==> config.mk <==
export PLATFORM = sky130hd
export DESIGN_NAME = sync_fifo_param
export DESIGN_NICKNAME = d
export VERILOG_FILES = /design/src/rtl/sync_fifo_param.sv
export SDC_FILE = /design/constraint.sdc
export NUM_CORES = 1
export LEC_CHECK = 0
export CAP_MARGIN = 25
export CELL_PAD_IN_SITES_DETAIL_PLACEMENT = 0
export CELL_PAD_IN_SITES_GLOBAL_PLACEMENT = 1
export CORE_MARGIN = 5
export CORE_UTILIZATION = 30
export CTS_BUF_LIST = sky130_fd_sc_hd__clkbuf_16
export CTS_CLUSTER_DIAMETER = 50
export DETAILED_ROUTE_END_ITERATION = 8
export HOLD_SLACK_MARGIN = 0.08
export PLACE_DENSITY = 0.6
export SYNTH_ARGS = -nofsm -noshare
export SYNTH_HDL_FRONTEND = slang
export SYNTH_SLANG_ARGS = --single-unit
==> constraint.sdc <==
create_clock -name clk -period 5.9 [get_ports clk]
set_input_delay 0.885 -clock clk [delete_from_list [all_inputs] [get_ports clk]]
set_output_delay 0.885 -clock clk [all_outputs]
set_load 0.05 [all_outputs]
==> src/rtl/sync_fifo_param.sv <==
// sync_fifo_param: parameterised single-clock FIFO with occupancy count and
// programmable almost-full / almost-empty thresholds.
// Optional feature macro: SYNC_FIFO_ERR_EN adds clr_err/overflow/underflow
// (sticky error flags for writes while full and reads while empty).
module sync_fifo_param #(
   parameter int DATA_W    = 32,
   parameter int DEPTH     = 32,
   parameter int AF_THRESH = 28,
   parameter int AE_THRESH = 4,
   localparam int ADDR_W   = $clog2(DEPTH),
   localparam int CNT_W    = $clog2(DEPTH + 1)
) (
   input  logic              clk,
   input  logic              rst,
   input  logic              wr_en,
   input  logic [DATA_W-1:0] data_in,
   input  logic              rd_en,
   output logic [DATA_W-1:0] data_op,
   output logic              full,
   output logic              empty,
   output logic              almost_full,
   output logic              almost_empty,
   output logic [CNT_W-1:0]  count
`ifdef SYNC_FIFO_ERR_EN
   ,
   input  logic              clr_err,
   output logic              overflow,
   output logic              underflow
`endif
);

   // Last valid address; pointers wrap here so DEPTH need not be a power of two.
   localparam logic [ADDR_W-1:0] LAST_ADDR = ADDR_W'(DEPTH - 1);

   logic [DATA_W-1:0] mem [DEPTH];
   logic [ADDR_W-1:0] wr_ptr;
   logic [ADDR_W-1:0] rd_ptr;
   logic              wr_acc;
   logic              rd_acc;

   // Accept decisions use pre-edge flags, so a read of an empty FIFO never
   // sees the word being written in the same cycle.
   always_comb begin
      wr_acc = wr_en & ~full;
      rd_acc = rd_en & ~empty;
   end

   // Status flags are pure decodes of the registered count.
   always_comb begin
      full         = (count == CNT_W'(DEPTH));
      empty        = (count == '0);
      almost_full  = (count >= CNT_W'(AF_THRESH));
      almost_empty = (count <= CNT_W'(AE_THRESH));
   end

   // Storage array: written on accepted writes, intentionally not reset.
   always_ff @(posedge clk) begin
      if (wr_acc)
         mem[wr_ptr] <= data_in;
   end

   // Pointers, occupancy and registered read data.
   always_ff @(posedge clk or posedge rst) begin
      if (rst) begin
         wr_ptr  <= '0;
         rd_ptr  <= '0;
         count   <= '0;
         data_op <= '0;
      end else begin
         if (wr_acc)
            wr_ptr <= (wr_ptr == LAST_ADDR) ? '0 : wr_ptr + ADDR_W'(1);
         if (rd_acc) begin
            rd_ptr  <= (rd_ptr == LAST_ADDR) ? '0 : rd_ptr + ADDR_W'(1);
            data_op <= mem[rd_ptr];
         end
         if (wr_acc && !rd_acc)
            count <= count + CNT_W'(1);
         else if (rd_acc && !wr_acc)
            count <= count - CNT_W'(1);
      end
   end

`ifdef SYNC_FIFO_ERR_EN
   // Sticky error flags; a new set event in the clear cycle keeps the flag high.
   always_ff @(posedge clk or posedge rst) begin
      if (rst) begin
         overflow  <= 1'b0;
         underflow <= 1'b0;
      end else begin
         overflow  <= (overflow  & ~clr_err) | (wr_en & full);
         underflow <= (underflow & ~clr_err) | (rd_en & empty);
      end
   end
`endif

endmodule

**Word-level counts from Yosys, hierarchy flattened**

Memory sizes are Yosys's and may differ from the RTL's. A register that Yosys moved wholly into a read port is not among the register bits.
Cells that the tools add are included.

- Register bits after elaboration: 16
- RAM bits: 1,024
- Bits of input ports: 36
- Output and inout port bits: 42
- Word-level logic and storage cells: 29
- Memories: 1

- Add/sub/neg operators: 4
- Order comparisons: 2
- Eq/ne operators: 3
- Multiplexer cells: 6
- Bitwise logic cells: 4
- Reductions and logical operators: 6

Memories:

| memory | depth | width | read ports | clocked after Yosys merged registers in | write ports | RTL line | text |
|---|---|---|---|---|---|---|---|
| mem | 32 | 32 | 1 | 1 | 1 | 35 | `logic [DATA_W-1:0] mem [DEPTH];` |

Operator list:

| operator | number |
|---|---|
| $mux W6 | 2 |
| $add A5 B1 Y5 const B | 2 |
| $eq A5 B5 Y1 const B | 2 |
| $mux W5 | 2 |
| $add A6 B1 Y6 const B | 1 |
| $eq A6 B6 Y1 const B | 1 |
| $ge A6 B5 Y1 const B | 1 |
| $le A6 B3 Y1 const B | 1 |
| $logic_not A6 Y1 | 1 |
| $sub A6 B1 Y6 const B | 1 |
| $and A1 B1 Y1 | 2 |
| $logic_and A1 B1 Y1 | 2 |
| $logic_not A1 Y1 | 2 |
| $mux W1 | 2 |
| $not A1 Y1 | 2 |
| $reduce_bool A2 Y1 | 1 |

**Longest topological paths before layout**

Gate-level depths: netlist of run 1.

- Word-level depth: 7
- Depth in mapped cells: 12
- Depth with buffers taken out: 11

**Worst setup path before layout of run 1**

Ideal clock, no wire load.

- Path kind: reg2out
- From: register count[1]
- To: output empty
- Arrival: 2,579 ps
- Required time: 5,015 ps
- Slack: 2,436 ps
- Stages on the path, launching flop included: 3
- Path through: dfrtp_1 or3_1 nor4_1

- Cells in the longest elaborated chain, start to end: 1

Ends and longest elaborated chain:

| element | RTL line | text |
|---|---|---|
| start: declaration | 23 | `output logic [CNT_W-1:0] count` |
| start signal: assignment | 77 | `count <= count + CNT_W'(1);` |
| start signal: assignment | 79 | `count <= count - CNT_W'(1);` |
| $logic_not A6 Y1 | 51 | `empty = (count == '0);` |
| end: declaration | 20 | `output logic empty,` |

No other way between the ends.

**Worst setup path after layout of run 1**

Same ends and word-level chain as after synthesis.

==> results of run 1 <==
-- area by class of cell --
type	count	area, um2	area share (%)
sequential	1072	32000	67.1
tap	1781	2230	4.68
inverter	10	37.5	0.0788
clock inverter	86	561	1.18
antenna	4	10.0	0.0210
timing repair buffer	147	1710	3.60
multi-input combinational	683	8450	17.7
clock buffer	107	2680	5.62
-- power breakdown --
group          switching (uW)  leakage (uW)  internal, uW
registers                 449       0.00979          8910
clock network            2780       0.00168          3540
logic                    3700       0.00333          2520
-- cells by family after synthesis --
group,count (synthesis),synth area share [%]
and+or+nand+nor,191,2.15
xor gates and xnor gates,5,0.108
AOI/OAI and AO/OA,180,3.05
buffers and inverters,111,1.44
DFF,1072,78.5
adders and majority gates,14,0.449
muxes,293,14.3
-- synth_stat cells, drive strengths merged --
| master | n |
|---|---|
| a2111oi | 1 |
| a21o | 3 |
| a21oi | 3 |
| a22o | 30 |
| a31oi | 1 |
| and3 | 2 |
| buf | 68 |
| clkbuf | 33 |
| dfrtp | 48 |
| edfxtp | 1024 |
| fa | 1 |
| ha | 13 |
| inv | 10 |
| mux2 | 63 |
| mux2i | 5 |
| mux4 | 225 |
| nand2 | 27 |
| nand2b | 1 |
| nand3 | 7 |
| nand3b | 5 |
| nor2 | 102 |
| nor2b | 2 |
| nor3 | 3 |
| nor4 | 33 |
| nor4b | 1 |
| o21ai | 14 |
| o22ai | 123 |
| o31ai | 1 |
| o32ai | 1 |
| o41ai | 3 |
| or3 | 5 |
| or3b | 1 |
| or4 | 1 |
| or4b | 1 |
| xnor2 | 3 |
| xor2 | 2 |
-- state kept, by name (all words and copies together), names as in the netlist --
| register | cells |
|---|---|
| data_op | 32 |
| wr_ptr | 5 |
| rd_ptr | 5 |
| mem | 1024 |
| count | 6 |
-- metal layers --
| metal | up-vias | routed length (um) | track usage, % | share of wire (%) |
|---|---|---|---|---|
| met4 | 2 | 2400 | 4.02 | 2.3 |
| met2 | 557 | 52200 | 24.6 | 51 |
| li1 | 8171 | - | - | - |
| met1 | 10500 | 43500 | 19.3 | 42 |
| met5 | - | 12 | 0 | 0.012 |
| met3 | 116 | 5050 | 2.06 | 4.9 |
-- worst max-delay path, stage by stage (launching register included) --
cell             delay, ps
dfrtp_1                440
or3_1                  510
nor4_1                 240
clkdlybuf4s50_1        870
-- worst min-delay path by stage --
stage	startpoint	endpoint	slack, ps
after floorplan	wr_ptr[4]	wr_ptr[4]	560
after global placement	data_op[23]	data_op[23]	500
after detailed placement	data_op[25]	data_op[25]	500
after CTS	data_op[25]	data_op[25]	520
after global routing	data_op[31]	data_op[31]	530
final	data_op[27]	data_op[27]	510
-- stage by stage --
stage	hold WS [ps]	worst slack (ps)	area, um2	instances
2_1_floorplan	558	2440	40700	1866
3_3_place_gp	500	1930	43700	3661
3_5_place_dp	502	1940	44200	3681
4_1_cts	515	2260	47400	3874
5_1_grt	531	2190	47600	3886
6_report	509	2290	47600	3890
==> results.cfg, run 1 <==
[final_layout]
layout_common_cells = 1024 x edfxtp_1, 225 x mux4_2, 123 x o22ai_1, 107 x clkbuf_16, 70 x nor2_1
final_core_util_pct = 35.3
mostFrequentLayoutCell = edfxtp_1
final.fill_count = 12400
area_growth_pct = 17.0
nets = 2070
fraction_of_final_layout_cells_with_drive_strength_greater_than_1_pct = 26.7

[logic_synthesis]
postSynthNetCount = 1916
synth.largest_area_cell = edfxtp_1
yosys_cell_types = 44
syn_area_um2 = 40700
synth.avg_cell_area_um2 = 21.8
synthesis.yosys.warnings = 0
postSynthRegisterBits = 1072
share_of_yosys_cell_area_claimed_by_the_top_area_cell_type_pct = 75.5
post_synth_inst_count = 1866
seq_area_frac_synth_pct = 78.5
yosys-top-cells-area = edfxtp_1 76%, mux4_2 12%, dfrtp_1 3.0%

[cts]
cts.reportedPaths.clkPinSlew_ps = 60
cts_post_setup_buffers_inserted = 0
cts_max_path_buffers = 3
clock_tree_from_tritoncts = done
cts.repair.resized = 0
worstSkewPairLatency_ps = 690
postCtsHoldBufs = 0
clock_sinks = 1072
cts_root_buf = clkbuf_16
cts_max_level = 3
cts_buffers = 106

[timing]
report.final.setup_viol = 0
final.min_clock_period_ps = 3610
finClkSkew_ps = 35.6
timing_hold_violations_final = 0
final_cycle_share_pct = 61.1
worst_slew_pin_slew_ps = 1100
timing.fmax_mhz = 277
setup_repair_after_global_routing_missed_its_margin = no
report.final.slew_viol_count = 0
setup_total_negative_slack_ps = 0
timing.max_slew.rel_slack_pct = 26.1

[detailed_routing]
finalWirelength_um = 103000
wire_per_inst_um = 26.5
vias_per_cell = 4.97
drt_first_iter_violations = 1685
drc = 0
dr_total_vias = 19300
drt-pass1-iter-count = 5
detail-route-antenna-nets = 0

[critical_path]
cp_data_arrival_time_ps = 2720
worst_r2r_endpoint = count[5]
ff2ff_path_depth = 11
setup.worst_path.start_class = flop
setup.worst_path.end = empty
critical_path.max_fanout = 6
rr_startpoint = count[1]
required_time_of_the_critical_path_ps = 5020
worst-r2r-setup-slack_ps = 2470
setup.worst_path.start = count[1]
worst-setup-path-type = reg2out
timing.critical_path.to_type = primary output

[power]
cellLeakagePower_uw = 0.0148
ir_worst_vdd_uv = 470
report.power.total_uw = 21900
power.density_cell_area_nw_per_um2 = 460

[die]
die_area_um2 = 143000
chipHeight_um = 378
io_pins = 78
start_util_pct = 30.1
core_box_area_um2 = 135000
std_cell_rows = 135
die_width_um = 378

[outcome]
outcome = completed

[placed_design]
gpl.final_weighted_congestion = 0.764
dp.final_hpwl_um = 65100
port_buffers = 77

[grt]
gr-usage-all-layers_pct = 14.4
initial_antenna_violation_count = 6
globalRoute.totalOverflow = 0
vias_in_the_first_global_route = 20200
grt_first_pass_wirelength_um = 148000
grt_start_max_net_pins = 97

[min_path]
hold_path.class = reg2reg
min_path_cells = 1

[job]
cap_viol_max_count = 0
Note: power is estimated with default switching activity, not from simulation.
==> inputs of run 2 (changes only) <==
--- a/config.mk
+++ b/config.mk
@@ -14,7 +14,7 @@
 export CTS_CLUSTER_DIAMETER = 50
 export DETAILED_ROUTE_END_ITERATION = 8
 export HOLD_SLACK_MARGIN = 0.08
-export PLACE_DENSITY = 0.6
+export PLACE_DENSITY = 0.62
 export SYNTH_ARGS = -nofsm -noshare
 export SYNTH_HDL_FRONTEND = slang
 export SYNTH_SLANG_ARGS = --single-unit
==> constraint.sdc (replaced) <==
create_clock -name clk -period 3 [get_ports clk]
set_input_delay 0.45 -clock clk [delete_from_list [all_inputs] [get_ports clk]]
set_output_delay 0.45 -clock clk [all_outputs]
set_load 0.05 [all_outputs]
==> results.cfg, run 2 (synthesized netlist as in run 1, its figures left out) <==
[outcome]
outcome = completed

[timing]
report.final.setup_viol = 0
report.final.slew_viol_count = 0
finClkSkew_ps = 27.9
worst_slew_pin_slew_ps = 1040
timing_hold_violations_final = 0
final_cycle_share_pct = 93.2
timing.max_slew.rel_slack_pct = 30.4
fin_worst_hold_slack_ps = 496
setup_repair_after_global_routing_missed_its_margin = no
setup_total_negative_slack_ps = 0
final.min_clock_period_ps = 2800
timing.fmax_mhz = 358

[min_path]
hold_path.class = reg2reg
min_path_cells = 2

[die]
io_pins = 78
chipHeight_um = 378
die_width_um = 378
std_cell_rows = 135
start_util_pct = 30.1
die_area_um2 = 143000
core_box_area_um2 = 135000

[critical_path]
critical-path-max-stage-delay_ps = 420
setup.worst_path.start_class = flop
cell_with_the_most_instances_on_the_worst_path = ha_1
critical_path.max_fanout = 6
timing.critical_path.to_type = flop
family_with_the_most_delay_on_the_worst_path = compound AO/OA/AOI/OAI gates
cpMaxStageDelayCell = or3_4
ff2ff_path_depth = 10
critical_path.n_buffers_inverters = 1
cp_data_arrival_time_ps = 3390
required_time_of_the_critical_path_ps = 3590
worst-path-stages = 10
worst-setup-path-type = reg2reg
timing.critical_path.cells = or3_4, o41ai_4, ha_1, inv_2, ha_1, a21oi_1, nand2_1, a31oi_1, mux2i_1, xnor2_1

[cts]
cts_max_path_buffers = 3
clock_sinks = 1072
cts.reportedPaths.clkPinSlew_ps = 60
clock_tree_from_tritoncts = done
cts_root_buf = clkbuf_16
worstSkewPairLatency_ps = 690
cts_buffers = 107
cts_max_level = 3

[placed_design]
placed_cell_area_um2 = 44900
gpl.final_weighted_congestion = 0.770
dp.final_hpwl_um = 59700
port_buffers = 77

[grt]
grt_first_pass_wirelength_um = 145000
vias_in_the_first_global_route = 20700
grt_start_max_net_pins = 46
gr-usage-all-layers_pct = 13.8
globalRoute.totalOverflow = 0
initial_antenna_violation_count = 2

[detailed_routing]
drc = 0
dr_total_vias = 19500
detail-route-antenna-nets = 0
drt_first_iter_violations = 1759
drt-pass1-iter-count = 5
vias_per_cell = 4.90
finalWirelength_um = 99000
wire_per_inst_um = 24.9

[final_layout]
layout_common_cells = 1024 x edfxtp_1, 225 x mux4_2, 123 x o22ai_1, 119 x buf_4, 112 x clkbuf_16
sequential_cell_area_um2 = 32000
area_growth_pct = 19.0
multi_input_comb_area_um2 = 8450
mostFrequentLayoutCell = edfxtp_1
regMostFlops = mem
final_core_util_pct = 35.9
fraction_of_final_layout_cells_with_drive_strength_greater_than_1_pct = 29.4
largestRegisters = mem x1024, data_op x32, count x6
nets = 2152
layout.cell_area.non_filler_um2 = 48500
final.fill_count = 12300
largest_reg_flops = 1024
antenna_cells_inserted = 0

[job]
cap_viol_max_count = 0

[power]
power.density_cell_area_nw_per_um2 = 896
ir_worst_vdd_uv = 474
report.power.total_uw = 43400
cellLeakagePower_uw = 0.0153
[run 2: final timing paths]
kind | from | to | slack (ps)
worst max-delay path | count[0] | count[5] | 200
max in group asynchronous | rst | data_op[13] | 1860
min in group asynchronous | rst | count[1] | 530
worst max register to register | count[0] | count[5] | 200
worst min register to register | data_op[2] | data_op[2] | 500
worst min-delay path | data_op[2] | data_op[2] | 500
[run 2: power by group]
| part | leakage [uW] | internal [uW] | total, uW | switching (uW) |
|---|---|---|---|---|
| logic | 0.00375 | 5350 | 12100 | 6710 |
| clock network | 0.00177 | 7470 | 13000 | 5540 |
| registers | 0.00979 | 17500 | 18300 | 826 |
| total | 0.0153 | 30300 | 43400 | 13100 |
[run 2: timing repair]
action	CTS	global route
setup buffers	0	0
endpoints found under the setup margin	3	1
endpoints found under the hold margin	0	2
resized for setup	3	1
hold buffers	0	1
[run 2: worst reg2reg max path: stages, from the launching register on]
cell and delay [ps]:
dfrtp_2 410, or3_4 420, o41ai_4 280, ha_1 300, inv_2 100, ha_1 340
a21oi_1 160, nand2_1 110, a31oi_1 220, mux2i_1 250, xnor2_1 140
[run 2: cell type report]
| type | count | share of cell area (%) |
|---|---|---|
| Clock buffer | 111 | 5.73 |
| Clock inverter | 90 | 1.39 |
| Inverter | 10 | 0.0775 |
| Multi-Input combinational cell | 683 | 17.4 |
| Sequential cell | 1072 | 66.0 |
| Tap cell | 1781 | 4.60 |
| Timing Repair Buffer | 228 | 4.78 |
[run 2: stage by stage]
stage               std cells  worst slack (ps)
floorplan                1866              -100
global placement         3768               155
detailed placement       3768               178
CTS                      3969               159
global route             3975              57.9
finish                   3975               203
[run 2: metal layers]
layer	global-route usage [%]	routed length, um
met5	0	0
met4	3.51	1700
met3	2.17	5090
met2	23.8	50400
met1	18.4	41800
==> inputs of run 3 (changes only) <==
--- a/config.mk
+++ b/config.mk
@@ -15,6 +15,7 @@
 export DETAILED_ROUTE_END_ITERATION = 8
 export HOLD_SLACK_MARGIN = 0.08
 export PLACE_DENSITY = 0.62
+export REMOVE_ABC_BUFFERS = 1
 export SYNTH_ARGS = -nofsm -noshare
 export SYNTH_HDL_FRONTEND = slang
 export SYNTH_SLANG_ARGS = --single-unit
==> results.cfg, run 3 (synthesized netlist as in run 1, its figures left out) <==
[outcome]
outcome = completed

[timing]
timing.max_slew.rel_slack_pct = 33.4
finClkSkew_ps = 77.3
report.final.setup_viol = 0
timing.fmax_mhz = 346
report.final.slew_viol_count = 0
final.min_clock_period_ps = 2890
setup_total_negative_slack_ps = 0
fin_worst_hold_slack_ps = 199
worst_slew_pin_slew_ps = 996
timing_hold_violations_final = 0
final_cycle_share_pct = 96.3

[critical_path]
family_with_the_most_delay_on_the_worst_path = buffers and inverters
worst-setup-path-type = reg2out
timing.critical_path.cells = or3_4, buf_4, nor4_1, dlygate4sd2_1
cp_data_arrival_time_ps = 2440
critical_path.max_fanout = 3
critical_path.n_buffers_inverters = 2
cpMaxStageDelayCell = dlygate4sd2_1
required_time_of_the_critical_path_ps = 2550
timing.critical_path.to_type = primary output
setup.worst_path.start_class = flop
critical-path-max-stage-delay_ps = 580

[detailed_routing]
detail-route-antenna-nets = 0
dr_total_vias = 19700
wire_per_inst_um = 25.6
drt-pass1-iter-count = 5
drt_first_iter_violations = 1910
vias_per_cell = 4.95
finalWirelength_um = 102000
drc = 0

[grt]
grt_first_pass_wirelength_um = 147000
globalRoute.totalOverflow = 0
grt_start_max_net_pins = 53
initial_antenna_violation_count = 0
vias_in_the_first_global_route = 20700
gr-usage-all-layers_pct = 14.2

[die]
die_width_um = 378
die_area_um2 = 143000
core_box_area_um2 = 135000
std_cell_rows = 135
chipHeight_um = 378
start_util_pct = 30.1
io_pins = 78

[final_layout]
layout_common_cells = 1024 x edfxtp_1, 225 x mux4_2, 123 x o22ai_1, 112 x clkbuf_16, 100 x buf_4
fraction_of_final_layout_cells_with_drive_strength_greater_than_1_pct = 29.7
antenna_cells_inserted = 0
layout.cell_area.non_filler_um2 = 48800
regMostFlops = mem
largest_reg_flops = 1024
largestRegisters = mem x1024, data_op x32, count x6
nets = 2151
area_growth_pct = 19.9
final_core_util_pct = 36.1
mostFrequentLayoutCell = edfxtp_1

[placed_design]
port_buffers = 77
dp.final_hpwl_um = 59800
placed_cell_area_um2 = 45000
gpl.final_weighted_congestion = 0.774

[cts]
postCtsHoldBufs = 0
cts_root_buf = clkbuf_16
clock_tree_from_tritoncts = done
cts.reportedPaths.clkPinSlew_ps = 60
clock_sinks = 1072
cts_max_level = 3
cts_max_path_buffers = 3
cts_buffers = 111
worstSkewPairLatency_ps = 740

[power]
cellLeakagePower_uw = 0.0154
power.density_cell_area_nw_per_um2 = 906
power.share.sequential_pct = 41.6
power.clock.fraction_pct = 30.6
power.switching_uw = 13600
power.internal_uw = 30600
combinationalPowerShare_pct = 27.8
ir_worst_vdd_uv = 516
sw_frac_of_total_pct = 30.8

[min_path]
hold_path.class = in2async

[job]
cap_viol_max_count = 0
## run 3: layout make-up
cell class	instances	area [um2]
clock inverters	99	858
flip-flops and latches	1072	32000
multi-input cells	683	8470
fillers	12300	86300
well taps	1781	2230
clock buffers	112	2800
repair buffers	223	2450
inverters	10	37.5
## run 3: power by group through the flow
stage               Combinational, uW  Sequential (uW)  Clock [uW]
floorplan                        5000            19800           0
global placement                12300            18700           0
detailed placement              12400            18800           0
CTS                             12500            18400       13900
global route                    13100            18500       14500
finish                          12300            18400       13500
## run 3: stage by stage
| step | worst slack, ps | total power, uW | instances |
|---|---|---|---|
| floorplan | -6820 | 24800 | 1765 |
| global placement | -6.41 | 31000 | 3763 |
| detailed placement | -31.8 | 31200 | 3763 |
| CTS | 22.1 | 44800 | 3976 |
| global route | -3.55 | 46100 | 3980 |
| finish | 112 | 44200 | 3980 |
## run 3: per-layer routing
metal | up-vias | part of all wire (%) | global-route usage, %
met1 | 10600 | 41 | 18.3
met2 | 583 | 51 | 24.3
met3 | 157 | 6.3 | 2.90
met5 | - | 0 | 0
met4 | 0 | 2.5 | 4.25
li1 | 8362 | - | -
## run 3: worst register-to-register path: cells and delay by family (launching register included)
family / cells / cell delay, ps
flops: 1 / 390
compound gates: 3 / 740
simple gates: 2 / 540
xor+xnor: 1 / 150
mux: 1 / 250
buf+inv: 2 / 280
fa+ha+maj: 2 / 450
## run 3: path summary, 6_finish.rpt
check                       startpoint           to  slack (ps)  cells past startpoint
max in group asynchronous          rst  data_op[12]        2110                      3
hold / removal                     rst   data_op[7]         200                      2
setup reg to reg              count[1]     count[5]         120                     11
hold reg to reg            data_op[13]  data_op[13]         510                      1
min in group clk           data_in[27]  mem[11][27]         420                      1
setup / recovery              count[1]        empty         110                      4
## run 3: repair_timing
item | CTS | global route
setup endpoints to repair | 3 | 3
resized for setup | 3 | 4
pin swaps | 2 | 1
buffers inserted | 2 | 1
